## src/rtl/serial_pkg.sv

```systemverilog
// Shared types and helpers for the serial transmit path.
package serial_pkg;

  typedef enum logic [2:0] {
    IDLE   = 3'd0,
    PEND   = 3'd1,
    START  = 3'd2,
    DATA   = 3'd3,
    PARITY = 3'd4,
    STOP   = 3'd5
  } tx_state_e;

  // Whole frame in bit periods, excluding the PEND alignment wait.
  function automatic int frame_len(input int data_w, input int parity_en, input int stop_bits);
    return 1 + data_w + parity_en + stop_bits;
  endfunction

endpackage

```

## src/rtl/serial_tx_framer.sv

```systemverilog
// UART-style transmit framer: start bit, DATA_W data bits LSB first, optional
// parity, one or two stop bits, each held for one bit_tick period.
module serial_tx_framer
  import serial_pkg::*;
#(
  parameter int DATA_W     = 8,
  parameter int PARITY_EN  = 1,
  parameter int PARITY_ODD = 0,
  parameter int STOP_BITS  = 1
) (
  input  logic              clk,
  input  logic              rst_n,
  input  logic              bit_tick,
  input  logic [DATA_W-1:0] tx_data,
  input  logic              tx_valid,
  output logic              tx_ready,
  output logic              tx,
  output logic              busy
);

  localparam int                IDX_W     = $clog2(DATA_W);
  localparam logic [IDX_W-1:0]  IDX_LAST  = IDX_W'(DATA_W - 1);
  localparam logic              STOP_LAST = 1'(STOP_BITS - 1);

  tx_state_e         state_q, state_d;
  logic [DATA_W-1:0] shift_q, shift_d;
  logic [IDX_W-1:0]  idx_q, idx_d;
  logic              stop_q, stop_d;
  logic              par_q, par_d;
  logic              tx_q, tx_d;
  logic              ready_q, ready_d;
  logic              busy_q, busy_d;

  function automatic logic calc_parity(input logic [DATA_W-1:0] d);
    return (^d) ^ 1'(PARITY_ODD);
  endfunction

  // Next-state, shift register and line-value logic.
  always_comb begin
    state_d = state_q;
    shift_d = shift_q;
    idx_d   = idx_q;
    stop_d  = stop_q;
    par_d   = par_q;
    tx_d    = tx_q;

    case (state_q)
      IDLE: begin
        tx_d = 1'b1;
        if (tx_valid && ready_q) begin
          shift_d = tx_data;
          par_d   = calc_parity(tx_data);
          state_d = PEND;
        end else begin
          state_d = IDLE;
        end
      end
      PEND: begin
        if (bit_tick) begin
          state_d = START;
          tx_d    = 1'b0;
        end else begin
          tx_d    = 1'b1;
        end
      end
      START: begin
        if (bit_tick) begin
          state_d = DATA;
          tx_d    = shift_q[0];
          idx_d   = '0;
        end else begin
          state_d = START;
        end
      end
      DATA: begin
        // The word shifts right each period so the next bit is always at [1].
        if (bit_tick) begin
          if (idx_q < IDX_LAST) begin
            idx_d   = idx_q + 1'b1;
            shift_d = shift_q >> 1'b1;
            tx_d    = shift_q[1];
          end else if (PARITY_EN != 0) begin
            state_d = PARITY;
            tx_d    = par_q;
          end else begin
            state_d = STOP;
            tx_d    = 1'b1;
            stop_d  = 1'b0;
          end
        end else begin
          state_d = DATA;
        end
      end
      PARITY: begin
        if (bit_tick) begin
          state_d = STOP;
          tx_d    = 1'b1;
          stop_d  = 1'b0;
        end else begin
          state_d = PARITY;
        end
      end
      STOP: begin
        tx_d = 1'b1;
        if (bit_tick) begin
          if (stop_q == STOP_LAST) begin
            state_d = IDLE;
          end else begin
            stop_d  = 1'b1;
          end
        end else begin
          state_d = STOP;
        end
      end
      default: begin
        state_d = IDLE;
        tx_d    = 1'b1;
      end
    endcase

    ready_d = (state_d == IDLE);
    busy_d  = (state_d != IDLE);
  end

  // State and output registers with synchronous active-low reset.
  always_ff @(posedge clk) begin
    if (!rst_n) begin
      state_q <= IDLE;
      shift_q <= '0;
      idx_q   <= '0;
      stop_q  <= 1'b0;
      par_q   <= 1'b0;
      tx_q    <= 1'b1;
      ready_q <= 1'b0;
      busy_q  <= 1'b0;
    end else begin
      state_q <= state_d;
      shift_q <= shift_d;
      idx_q   <= idx_d;
      stop_q  <= stop_d;
      par_q   <= par_d;
      tx_q    <= tx_d;
      ready_q <= ready_d;
      busy_q  <= busy_d;
    end
  end

  assign tx_ready = ready_q;
  assign tx       = tx_q;
  assign busy     = busy_q;

endmodule

```

## config.mk

```make
export PLATFORM = sky130hd
export DESIGN_NAME = serial_tx_framer
export DESIGN_NICKNAME = d
export VERILOG_FILES = /design/src/rtl/serial_pkg.sv /design/src/rtl/serial_tx_framer.sv
export SDC_FILE = /design/constraint.sdc
export NUM_CORES = 1
export LEC_CHECK = 0
export BUFFER_PORTS_ARGS = -buffer_cell sky130_fd_sc_hd__buf_4
export CAP_MARGIN = 20
export CELL_PAD_IN_SITES_DETAIL_PLACEMENT = 1
export CELL_PAD_IN_SITES_GLOBAL_PLACEMENT = 1
export CORE_ASPECT_RATIO = 0.6
export CORE_MARGIN = 5
export CORE_UTILIZATION = 40
export CTS_CLUSTER_DIAMETER = 40
export DETAILED_ROUTE_END_ITERATION = 7
export PLACE_DENSITY = 0.77
export SLEW_MARGIN = 40
export SYNTH_ARGS = -nofsm -noshare
export SYNTH_HDL_FRONTEND = slang
export SYNTH_SLANG_ARGS = --single-unit
```

## constraint.sdc

```tcl
create_clock -name clk -period 4.9 [get_ports clk]
set_clock_uncertainty 0.1 [all_clocks]
set_input_delay 0.98 -clock clk [delete_from_list [all_inputs] [get_ports clk]]
set_output_delay 0.98 -clock clk [all_outputs]
set_load 0.1 [all_outputs]
```

==> out/metrics.cfg <==
[yosys]
postSynthCellCount = 110
synth-warning-count = 0
syn_nets = 123
seq_area_frac_synth = 0.355
syn_area_um2 = 1020
yosys.area.top_type = dfxtp_1
synthTopCellsByArea = dfxtp_1 35%, mux2i_1 7.9%, a21oi_1 7.4%
synth-edff-count = 0
synth-seq-cells = 18
synth.distinct_cells = 32
synth_top_area_frac = 0.355
yosysMostFrequentCell = dfxtp_1
synth_common_cells = 18 x dfxtp_1, 15 x a21oi_1, 8 x mux2i_1
ys.flop_type = dfxtp_1
syn_area_per_cell_um2 = 9.24
async_flop_share = 0

[worst_setup_path]
crit_required_ns = 4.97
worst-path-max-fanout = 14
r2r-start = state_q[1]
crit_type = reg2reg
ff2ff_path_depth = 4
rr_endpoint = shift_q[3]
critPathArrivalTime_ns = 2.26
start_kind = register
cp-end-kind = register
r2r_slack_ns = 2.71

[timing]
rsz0062_at_grt = false
tightest_slew_ns = 0.673
slew_headroom = 0.550
finalWorstSetupSlack_ns = 2.71
finalSetupViolCount = 0
max_freq_mhz = 457
hold_viol_final = 0
fin_tns_setup_ns = 0
fin_crit_sh = 0.447
period_needed_ns = 2.19
slew_viol_final = 0

[min_path]
hp-class = reg2reg
hold_path_startpoint = shift_q[7]
hold_depth = 2
hold_end = shift_q[7]

[die]
die_area_um2 = 3680
die_width_um = 75.1
io_pins = 15
rows = 14
core_area_um2 = 2470
fp.dieH_um = 49.0
start_util = 0.411

[route]
ant_nets = 0
first_pass_iters = 4
vias_per_cell = 5.58
wl_per_cell_um = 15.9
wl_um = 2420
drc = 0
drtIter0Drc = 55
vias = 848

[power_and_ir_drop]
p_leak_nw = 0.458
vdd_ir_drop_max_uv = 173
p_per_area_nw_per_um2 = 321

[placed_design]
pre_cts_ws_ns = 2.70
placedInstanceArea_um2 = 1090
port_buffers = 14
hpwl_um = 1790
globalplace.congestion = 0.730
placed_cells = 148

[layout]
multi_input_area_um2 = 573
ff_latch_area_um2 = 360
diodes = 0
drive_gt1_frac = 0.225
final_nets = 134
synthToLayoutAreaGrowth_pct = 13.1
fillers = 304
design_area_um2 = 1150
layout.cells.non_filler = 152
final_util = 0.465

[global_routing]
overflow = 0
grt_pass1_wl_um = 4150
grt_pass1_vias = 884
grt_max_degree = 16
grt_use_total = 0.147
antenna_found_initial = 0

[clock_network]
cts.clk_slew.worst_paths_ns = 0.07
clockBufferDepth = 2
post_cts_resized = 0
htreeDepth = 1
cts_setup_buffers = 0
clock_latency_ns = 0.25
cts.sinks = 18
cts_tree = built
cts_made_buffers = 3
cts-root-buf = clkbuf_8
ctsHoldBuffers = 0

[job]
maxCapViolations = 0

[status]
status = complete, no violations

==> worst max-delay path by stage <==
stage,startpoint,to,slack (ns),cells after the start
after global placement,tx_valid,shift_q[5],2.75,5
after detailed placement,tx_valid,shift_q[3],2.70,5
after CTS,state_q[1],shift_q[3],2.74,4
final,state_q[1],shift_q[3],2.71,4
after global routing,state_q[1],shift_q[6],2.57,4
after floorplan,tx_ready,shift_q[3],2.77,5
==> state kept, by name, summed over array words and instances, names as in the netlist <==
register  count
shift_q       8
busy          1
tx_ready      1
tx            1
par_q         1
idx_q         3
state_q       3
==> critical path, stage by stage (launching register included) <==
cell and delay (ns):
dfxtp_1 0.52, nand3b_1 0.55, o22ai_4 0.53, a21oi_1 0.14
a311oi_2 0.26
==> cell families (layout without fill, tap and decap cells) <==
logic type | Yosys count | in the layout | synth area share
xor gates and xnor gates | 7 | 7 | 0.0603
and+or+nand+nor | 28 | 28 | 0.149
buffers and inverters | 12 | 22 | 0.0813
AOI/OAI and AO/OA | 35 | 35 | 0.252
adders and majority gates | 1 | 1 | 0.0123
muxes | 9 | 9 | 0.0899
DFF | 18 | 18 | 0.355
==> cells in the final DEF (no fill, tap or decap), types with 5 or more instances in the layout <==
cell type	synthesis	layout
xnor2_1	7	7
nor2_1	7	7
mux2i_1	8	8
o21ai_0	6	6
dfxtp_1	18	18
nand2_1	5	5
buf_4	2	14
a21oi_1	15	15
==> routing by layer <==
layer	vias to the layer above	wire length, um	global-route usage
met3	2	110	0.0576
met2	17	1020	0.210
met1	406	1280	0.212
met4	0	8	0.0178
met5	-	0	0
li1	423	-	-
==> layout make-up <==
type                       instances  area share
timing repair buffer              14      0.0915
clock buffer                       4      0.0479
multi-input combinational         80       0.499
tap                               32      0.0349
sequential                        18       0.314
inverter                           4      0.0131
==> where the power goes <==
part           leakage [nW]  switching (mW)  internal, mW
Sequential            0.147         0.00809         0.157
Combinational         0.282          0.0484        0.0323
Clock                0.0288          0.0518        0.0714
==> metrics by stage <==
stage / power, mW / hold WS (ns)
detailed placement: 0.248 / 0.409
finish: 0.369 / 0.412
CTS: 0.372 / 0.420
floorplan: 0.230 / 0.353
global placement: 0.247 / 0.387
global route: 0.388 / 0.445
No activity file was read; power rests on OpenSTA's default activity.
